$ cat config.mk
export PLATFORM = sky130hd
export DESIGN_NAME = mux3_rr_arbiter_flat
export DESIGN_NICKNAME = d
export VERILOG_FILES = /design/src/rtl/mux3_rr_arbiter_if.sv /design/src/rtl/mux3_rr_arbiter.sv /design/src/flat_wrapper.sv
export SDC_FILE = /design/constraint.sdc
export NUM_CORES = 1
export LEC_CHECK = 0
export BUFFER_PORTS_ARGS = -buffer_cell sky130_fd_sc_hd__buf_4
export CAP_MARGIN = 15
export CELL_PAD_IN_SITES_DETAIL_PLACEMENT = 1
export CELL_PAD_IN_SITES_GLOBAL_PLACEMENT = 1
export CORE_AREA = 2 2 39 41
export CTS_BUF_LIST = sky130_fd_sc_hd__clkbuf_8 sky130_fd_sc_hd__clkbuf_16
export CTS_CLUSTER_DIAMETER = 80
export DETAILED_ROUTE_END_ITERATION = 12
export DIE_AREA = 0 0 41 43
export GPL_TIMING_DRIVEN = 1
export HOLD_SLACK_MARGIN = 0.12
export PLACE_DENSITY_LB_ADDON = 0.1
export SLEW_MARGIN = 20
export SYNTH_ARGS = -nofsm -noshare
export SYNTH_HDL_FRONTEND = slang
export SYNTH_SLANG_ARGS = --single-unit
$ cat constraint.sdc
create_clock -name clk -period 2.18 [get_ports clk]
set_clock_uncertainty 0.05 [all_clocks]
set_input_delay 0.218 -clock clk [delete_from_list [all_inputs] [get_ports clk]]
set_output_delay 0.218 -clock clk [all_outputs]
set_load 0.01 [all_outputs]
$ cat src/rtl/mux3_rr_arbiter_if.sv
// Request/grant bundle between three requesters and the shared 3:1 mux arbiter.
interface mux3_rr_arbiter_if;
  logic [2:0] req;
  logic [2:0] grant;
  logic [1:0] select;
  logic       busy;
  logic       preempted;

  modport master (output req, input grant, select, busy, preempted);
  modport slave  (input req, output grant, select, busy, preempted);
endinterface

$ cat src/rtl/mux3_rr_arbiter.sv
// Round-robin owner arbiter for a shared 3:1 datapath mux.
// Define MUX3_ARB_TIMEOUT_EN to add hold-time preemption with per-requester masking.
module mux3_rr_arbiter #(
  parameter int unsigned HOLD_MAX = 8,
  parameter int unsigned CNT_W    = 8
) (
  input  logic                     clk,
  input  logic                     arst_n,
  mux3_rr_arbiter_if.slave         bus
);

  if (HOLD_MAX < 32'd1 || HOLD_MAX > 32'd255 || HOLD_MAX >= (32'd1 << CNT_W)) begin : g_bad_cfg
    $error("mux3_rr_arbiter: illegal HOLD_MAX/CNT_W combination");
  end

  typedef enum logic [0:0] {IDLE, OWNED} state_t;

  state_t      state, state_nxt;
  logic [2:0]  grant_r, grant_nxt;
  logic [1:0]  select_r, select_nxt;
  logic        busy_r, busy_nxt;
  logic        pre_r, pre_nxt;
  logic [1:0]  last_owner, last_nxt;
  logic [2:0]  mask;
  logic [2:0]  eligible;
  logic [1:0]  winner;

`ifdef MUX3_ARB_TIMEOUT_EN
  localparam logic [CNT_W-1:0] HOLD_LAST = CNT_W'(HOLD_MAX - 32'd1);
  logic [CNT_W-1:0] cnt, cnt_nxt;
  logic [2:0]       mask_nxt;
`else
  assign mask = 3'b000;
`endif

  // First eligible index in the order last+1, last+2, last (mod 3).
  function automatic logic [1:0] rr_pick(input logic [2:0] elig, input logic [1:0] last);
    logic [1:0] p0, p1, p2;
    case (last)
      2'd0:    begin p0 = 2'd1; p1 = 2'd2; p2 = 2'd0; end
      2'd1:    begin p0 = 2'd2; p1 = 2'd0; p2 = 2'd1; end
      default: begin p0 = 2'd0; p1 = 2'd1; p2 = 2'd2; end
    endcase
    if (elig[p0])      rr_pick = p0;
    else if (elig[p1]) rr_pick = p1;
    else               rr_pick = p2;
  endfunction

  assign eligible = bus.req & ~mask;
  assign winner   = rr_pick(eligible, last_owner);

  always_ff @(posedge clk or negedge arst_n) begin
    if (!arst_n) begin
      state      <= IDLE;
      grant_r    <= 3'b000;
      select_r   <= 2'd0;
      busy_r     <= 1'b0;
      pre_r      <= 1'b0;
      last_owner <= 2'd2;
`ifdef MUX3_ARB_TIMEOUT_EN
      cnt        <= '0;
      mask       <= 3'b000;
`endif
    end else begin
      state      <= state_nxt;
      grant_r    <= grant_nxt;
      select_r   <= select_nxt;
      busy_r     <= busy_nxt;
      pre_r      <= pre_nxt;
      last_owner <= last_nxt;
`ifdef MUX3_ARB_TIMEOUT_EN
      cnt        <= cnt_nxt;
      mask       <= mask_nxt;
`endif
    end
  end

  always_comb begin
    state_nxt  = state;
    grant_nxt  = grant_r;
    select_nxt = select_r;
    last_nxt   = last_owner;
    pre_nxt    = 1'b0;
`ifdef MUX3_ARB_TIMEOUT_EN
    cnt_nxt    = cnt;
    // A masked requester becomes eligible again once it drops its request.
    mask_nxt   = mask & bus.req;
`endif
    case (state)
      IDLE: begin
        if (|eligible) begin
          state_nxt  = OWNED;
          grant_nxt  = 3'b001 << winner;
          select_nxt = winner;
          last_nxt   = winner;
`ifdef MUX3_ARB_TIMEOUT_EN
          cnt_nxt    = '0;
`endif
        end
      end
      OWNED: begin
        // Any release, voluntary or forced, passes through one idle cycle; select is held.
        if (bus.req[select_r]) begin
`ifdef MUX3_ARB_TIMEOUT_EN
          if (cnt == HOLD_LAST) begin
            state_nxt          = IDLE;
            grant_nxt          = 3'b000;
            pre_nxt            = 1'b1;
            mask_nxt[select_r] = 1'b1;
          end else if (cnt != '1) begin
            cnt_nxt = cnt + CNT_W'(1);
          end
`endif
        end else begin
          state_nxt = IDLE;
          grant_nxt = 3'b000;
        end
      end
      default: begin
        state_nxt = IDLE;
        grant_nxt = 3'b000;
      end
    endcase
    busy_nxt = |grant_nxt;
  end

  assign bus.grant     = grant_r;
  assign bus.select    = select_r;
  assign bus.busy      = busy_r;
  assign bus.preempted = pre_r;

endmodule
$ cat src/flat_wrapper.sv
// flat-port wrapper written by rule: the top's interface ports become plain ports
module mux3_rr_arbiter_flat 
#(
  parameter int unsigned HOLD_MAX = 8,
  parameter int unsigned CNT_W    = 8
)
  (clk, arst_n, bus_req, bus_grant, bus_select, bus_busy, bus_preempted);
  mux3_rr_arbiter_if bus_i ();
  input  logic clk;
  input  logic arst_n;
  input wire logic [$bits(bus_i.req)-1:0] bus_req;
  output wire logic [$bits(bus_i.grant)-1:0] bus_grant;
  output wire logic [$bits(bus_i.select)-1:0] bus_select;
  output wire logic [$bits(bus_i.busy)-1:0] bus_busy;
  output wire logic [$bits(bus_i.preempted)-1:0] bus_preempted;
  assign bus_i.req = bus_req;
  assign bus_grant = bus_i.grant;
  assign bus_select = bus_i.select;
  assign bus_busy = bus_i.busy;
  assign bus_preempted = bus_i.preempted;
  mux3_rr_arbiter #(.HOLD_MAX(HOLD_MAX), .CNT_W(CNT_W)) u_core (.clk(clk), .arst_n(arst_n), .bus(bus_i));
endmodule
==> results.sh, run 1 <==
export IMPL_outcome="complete, no violations"
export IMPL_netlist_instances=53
export IMPL_setup_worst_path_end_class="flip-flop"
export IMPL_grt_most_used_layer="met2"
export IMPL_fp_dieW_um=41
export IMPL_final_layout_fill_cell_count=160
export IMPL_setup_reg_to_reg_worst_slack_ps=770
export IMPL_die_area_um2=1763
export IMPL_ctsRootBufferMaster="clkbuf_8"
export IMPL_layout_worst_path_cycle_share_pct=64.72
export IMPL_crit_type="flip-flop to flip-flop"
export IMPL_rows=14
export IMPL_count_of_cell_types_in_the_netlist=24
export IMPL_grt_setup_unrepaired="false"
export IMPL_final_gp_congestion=0.8029
export IMPL_vdd_drop_max_uv=557.7
export IMPL_totalWireLength_mm=1.175
export IMPL_achievable_frequency_mhz=708.7
export IMPL_start_kind="flip-flop"
export IMPL_synthesis_area_per_instance_um2=8.853
export IMPL_max_cap_violations=0
export IMPL_synth_top_cell_area_share_pct=37.33
export IMPL_finalSetupTns_ps=0
export IMPL_worst_skew_pair_late_latency_ps=230
export IMPL_final_min_clock_period_ps=1411
export IMPL_hold_path_class="input port to async pin"
export IMPL_ys_warn_count=0
export IMPL_critPathMaxFanout=7
export IMPL_grt_max_degree=11
export IMPL_r2r_start="u_core.last_owner[1]"
export IMPL_number_of_vias_per_cell=5.138
export IMPL_synth_ff_latch_count=8
export IMPL_initial_utilization_pct=33.91
export IMPL_globalRouteMet3Util_pct=4.712
export IMPL_crit_path_cell_trace="nor2b_1 -> and2_1 -> o21ai_1 -> nand4b_4"
export IMPL_p_leak_uw=0.0002798
export IMPL_place_port_buffers=10
export IMPL_final_net_count=70
export IMPL_route_antenna_remaining_nets=0
export IMPL_grt_util_met1_pct=22.95
export IMPL_drive_gt1_share_pct=25.00
export IMPL_vias_in_the_first_global_route=409
export IMPL_data_arrival_time_of_the_worst_path_ps=1460
export IMPL_fin_util_pct=42.50
export IMPL_overflow=0
export IMPL_cts_sinks=8
export IMPL_grt_util_all_layers_pct=17.27
export IMPL_critPathCapture="u_core.bus.busy"
export IMPL_final_instance_count_excl_fill=80
export IMPL_syn_nets=58
export IMPL_wl_per_cell_um=14.69
export IMPL_placement_cell_area_um2=533.0
export IMPL_synthTopCellsByArea="dfrtp_1 37%, dfstp_2 5.6%, nand2_1 5.6%"
export IMPL_ys_seq_area_share_pct=42.93
export IMPL_number_of_antenna_violations_at_the_first_check_in_global_routing=0
export IMPL_tritoncts_clock_tree="yes"
export IMPL_global_route_track_usage_on_met2_pct=25.00
export IMPL_report_final_setup_viol=0
export IMPL_clock_tree_buffer_depth=2
export IMPL_timing_rr_end="u_core.bus.busy"
export IMPL_post_cts_resize_count=0
export IMPL_diodes=0
export IMPL_place_hpwl_um=886.2
export IMPL_power_density_nw_per_um2=1501
export IMPL_area_growth_pct=25.33
export IMPL_critPathRequiredTime_ps=2230
export IMPL_crit_path_max_incr_delay_ps=600
export IMPL_crit_start="u_core.last_owner[1]"
export IMPL_htree_num_levels=1
export IMPL_core_area_um2=1384
export IMPL_die_height_um=43
export IMPL_drt_iter0_drc=1
export IMPL_routed_via_count=411
export IMPL_first_pass_grt_wire_length_mm=1.980
export IMPL_top_cell_type_by_total_area_after_synthesis="dfrtp_1"
export IMPL_final_max_tran_viols=0
export IMPL_netlist_area_um2=469.2
export IMPL_final_design_area_no_fill_um2=588.1
export IMPL_reg2regPathDepth=4
export IMPL_cts_made_buffers=3
export IMPL_drt_pre_antenna_iters=2
export IMPL_place_detailed_instances=75
export IMPL_timing_final_hold_violations=0
export IMPL_io_pin_count=12
export IMPL_post_route_drc_count=0
export IMPL_cts_clk_pin_slew_worst_paths_ps=50
export IMPL_timing_critical_path_slowest_stage_cell="dfstp_2"
==> critical path, delay by kind of cell (launching register included) <==
family / cells / cell delay [ps]
DFF: 1 / 600
and+or+nand+nor: 3 / 380
AOI/OAI and AO/OA: 1 / 250
==> placed cells by master, fill, tap and decap left out, types with 2 or more instances in the layout <==
cell type	n
dfrtp_1	7
clkbuf_8	3
nor3_1	3
a21oi_1	3
inv_1	2
nand2b_1	2
o21ai_1	2
nor2_1	7
nor2b_1	2
buf_4	10
nand2_1	7
o21ai_0	3
mux2i_1	2
==> metrics by stage <==
step	power, µW	hold slack [ps]	worst slack (ps)
4_1_cts	898.0	288.7	760.0
3_3_place_gp	690.1	-5.841	757.6
3_5_place_dp	700.0	-7.962	778.5
5_1_grt	960.8	320.1	693.9
6_report	882.5	294.0	769.1
2_1_floorplan	557.3	-127.6	865.3
==> routing by layer <==
| layer | wire length (µm) | share of wire, % | up-vias |
|---|---|---|---|
| met4 | 14 | 1.2 | 0 |
| li1 | - | - | 199 |
| met3 | 56 | 4.8 | 3 |
| met5 | 0 | 0 | - |
| met2 | 598 | 51 | 13 |
| met1 | 505 | 43 | 196 |
==> how the worst min path moves through the flow <==
stage / start / to / slack, ps / depth (start not counted)
after floorplan: arst_n / u_core.bus.busy / -130 / 0
after global placement: arst_n / u_core.last_owner[0] / -6 / 1
after detailed placement: arst_n / u_core.bus.grant[1] / -8 / 1
after CTS: arst_n / u_core.bus.grant[1] / 290 / 2
after global routing: arst_n / u_core.bus.grant[1] / 320 / 2
final: arst_n / u_core.bus.grant[1] / 290 / 2
==> layout make-up <==
cell class / instances / area [µm²] / share of cell area (%)
repair buffers: 11 / 85.08 / 14.47
clock buffers: 3 / 41.29 / 7.021
multi-input cells: 40 / 232.7 / 39.57
flip-flops and latches: 8 / 201.4 / 34.26
inverters: 1 / 3.754 / 0.6383
well taps: 16 / 20.02 / 3.404
clock inverters: 1 / 3.754 / 0.6383
==> logic make-up (layout without fill, tap and decap cells) <==
logic type / Yosys count / count (layout) / share of synthesized area (%)
other: 1 / 1 / 0.7992
AOI/OAI and AO/OA: 12 / 12 / 15.20
buffers and inverters: 5 / 16 / 7.464
and+or+nand+nor: 25 / 25 / 29.34
DFF: 8 / 8 / 42.93
muxes: 2 / 2 / 4.267
==> where the power goes <==
group	total [µW]	internal [µW]	leakage, µW	switching [µW]
clock network	191	123	0.0000269	67.9
registers	330	231	0.0000976	99.7
logic	361	188	0.000155	173
==> timing repair <==
item / in CTS / in global routing
hold buffers: 1 / 0
buffers inserted: 0 / 0
hold endpoints to repair: 8 / 0
==> synthesized netlist by cell type (all sizes together) <==
| library cell | count |
|---|---|
| o21ai | 6 |
| o22ai | 1 |
| buf | 4 |
| dfstp | 1 |
| and2 | 1 |
| conb | 1 |
| nor2 | 7 |
| inv | 1 |
| a22oi | 1 |
| a22o | 1 |
| mux2i | 2 |
| nand2 | 7 |
| nor2b | 2 |
| nor3 | 3 |
| or2 | 1 |
| dfrtp | 7 |
| nand4b | 2 |
| a21oi | 3 |
| nand2b | 2 |
==> registers in the layout (all words and copies together) (netlist names) <==
| signal | cells |
|---|---|
| u_core.state | 1 |
| u_core.last_owner | 2 |
| u_core.bus.grant | 3 |
| u_core.bus.busy | 1 |
| u_core.bus.select | 1 |
(Power assumes the default switching activity.)
==> run 2, diff against run 1 <==
CORE_AREA = 2 2 40 42   (was 2 2 39 41)
DIE_AREA = 0 0 42 44   (was 0 0 41 43)
clock period = 1.35 ns   (was 2.18 ns; I/O delays follow)
==> run 2 against run 1 <==
Effect of this change:
- the run now ends with negative setup slack left
- combinational power increased by 110%
- fmax increased by 4.3%
- count of clock-buffer cells in the layout unchanged
- sequential share of layout area decreased by 2.7 points
- largest power group unchanged
- register-to-register slack got worse by 770 ps
==> results.sh, run 2 (synthesized netlist as in run 1, its figures left out) <==
export IMPL_outcome="finished, violations left"
export IMPL_p_leak_uw=0.0003010
export IMPL_power_uw=1552
export IMPL_wl_per_cell_um=13.96
export IMPL_totalWireLength_mm=1.173
export IMPL_final_min_clock_period_ps=1353
export IMPL_initial_utilization_pct=33.07
export IMPL_place_hpwl_um=805.2
export IMPL_timing_final_hold_violations=0
export IMPL_critPathRequiredTime_ps=1400
export IMPL_power_switching_fraction_pct=37.04
export IMPL_start_kind="flip-flop"
export IMPL_fp_dieW_um=42
export IMPL_grt_util_all_layers_pct=15.13
export IMPL_clkPwrFrac_pct=18.9
export IMPL_power_sequential_fraction_pct=32.0
export IMPL_timing_rr_end="u_core.bus.busy"
export IMPL_cell_internal_pwr_uw=977.1
export IMPL_drt_pre_antenna_iters=4
export IMPL_final_max_tran_viols=0
export IMPL_setup_reg_to_reg_worst_slack_ps=-3
export IMPL_drive_gt1_share_pct=36.76
export IMPL_vias_in_the_first_global_route=461
export IMPL_place_port_buffers=10
export IMPL_r2r_start="u_core.bus.select[1]"
export IMPL_overflow=0
export IMPL_max_cap_violations=0
export IMPL_clock_tree_buffer_depth=2
export IMPL_htree_num_levels=1
export IMPL_core_area_um2=1419
export IMPL_rows=14
export IMPL_number_of_vias_per_cell=5.131
export IMPL_sequential_cell_area_um2=202.7
export IMPL_final_design_area_no_fill_um2=641.9
export IMPL_layout_cells_most_common="buf_4"
export IMPL_vdd_drop_max_uv=1314
export IMPL_post_route_drc_count=0
export IMPL_layout_worst_path_cycle_share_pct=100.2
export IMPL_failed_checks="negative setup slack"
export IMPL_critPathMaxFanout=4
export IMPL_power_density_nw_per_um2=2418
export IMPL_achievable_frequency_mhz=739.1
export IMPL_drt_iter0_drc=4
export IMPL_flip_flop_count_of_the_largest_register_after_layout=3
export IMPL_crit_start="u_core.bus.select[1]"
export IMPL_area_growth_pct=36.80
export IMPL_data_arrival_time_of_the_worst_path_ps=1400
export IMPL_diodes=0
export IMPL_die_area_um2=1848
export IMPL_final_gp_congestion=0.7124
export IMPL_cts_made_buffers=3
export IMPL_final_net_count=74
export IMPL_final_layout_fill_cell_count=173
export IMPL_area_of_combinational_cells_with_multiple_inputs_um2=255.2
export IMPL_cts_sinks=8
export IMPL_die_height_um=44
export IMPL_layout_cells_most_common_list="14 x buf_4, 7 x nand2_1, 7 x nor2_1"
export IMPL_grt_max_degree=11
export IMPL_worst_skew_pair_late_latency_ps=230
export IMPL_power_share_combinational_pct=49.1
export IMPL_postLayoutSetupSlackWorst_ps=-3.015
export IMPL_ctsRootBufferMaster="clkbuf_8"
export IMPL_reg2regPathDepth=4
export IMPL_placement_cell_area_um2=555.5
export IMPL_number_of_antenna_violations_at_the_first_check_in_global_routing=0
export IMPL_tritoncts_clock_tree="yes"
export IMPL_io_pin_count=12
export IMPL_hold_path_class="input port to async pin"
export IMPL_cts_clk_pin_slew_worst_paths_ps=40
export IMPL_route_antenna_remaining_nets=0
export IMPL_crit_type="flip-flop to flip-flop"
export IMPL_critPathCapture="u_core.bus.busy"
export IMPL_net_switching_power_uw=574.9
export IMPL_routed_via_count=431
export IMPL_first_pass_grt_wire_length_mm=2.063
export IMPL_grt_setup_unrepaired="true"
export IMPL_setup_worst_path_end_class="flip-flop"
export IMPL_report_final_setup_viol=1
[run 2: stage by stage]
step	hold slack, ps	instances	utilization, %	TNS (ps)	setup slack (ps)
after floorplan	-210.6	53	-	0	35.32
after global placement	-89.76	78	39.15	-0.2218	-0.2218
after detailed placement	-90.95	78	39.15	-48.37	-40.58
after CTS	204.3	83	43.65	-7.023	-7.023
after global routing	230.5	84	45.24	-85.48	-68.74
final	215.0	84	45.24	-3.015	-3.015
[run 2: worst max-delay path: stages, from the launching register on]
cell,delay (ps)
dfrtp_1,390
mux2i_2,280
o21ai_4,100
a22o_1,240
nand4b_4,160
[run 2: metal layers]
metal  vias up  wire length [µm]  global-route usage [%]
li1        210                 -                       -
met1       207               563                   21.19
met2         9               530                   21.25
met3         5                49                   2.917
met4         0                29                   9.677
met5         -                 0                       0
[run 2: layout make-up]
type	instances	share of cell area, %
Clock buffer	3	6.433
Clock inverter	1	0.5848
Inverter	1	0.5848
Multi-Input combinational cell	40	39.77
Sequential cell	8	31.58
Tap cell	16	3.119
Timing Repair Buffer	15	17.93
[run 2: repair_timing]
| item | 4_1_cts | 5_1_grt |
|---|---|---|
| buffers inserted | 0 | 1 |
| hold buffers | 1 | 0 |
| pin swaps | 1 | 3 |
| setup endpoints to repair | 2 | 5 |
| hold endpoints to repair | 8 | 0 |
| gates resized for setup | 2 | 4 |
[run 2: how the worst min path moves through the flow]
stage	from	endpoint
finish	arst_n	u_core.bus.grant[2]
global route	arst_n	u_core.bus.grant[2]
CTS	arst_n	u_core.bus.grant[2]
detailed placement	arst_n	u_core.last_owner[0]
global placement	arst_n	u_core.last_owner[0]
floorplan	arst_n	u_core.bus.busy
[run 2: power by group through the flow]
stage / Clock [µW] / Combinational [µW] / Sequential [µW]
after floorplan: 0 / 402 / 498
after global placement: 0 / 682 / 494
after detailed placement: 0 / 680 / 498
after CTS: 307 / 712 / 496
after global routing: 320 / 836 / 523
final: 293 / 762 / 496
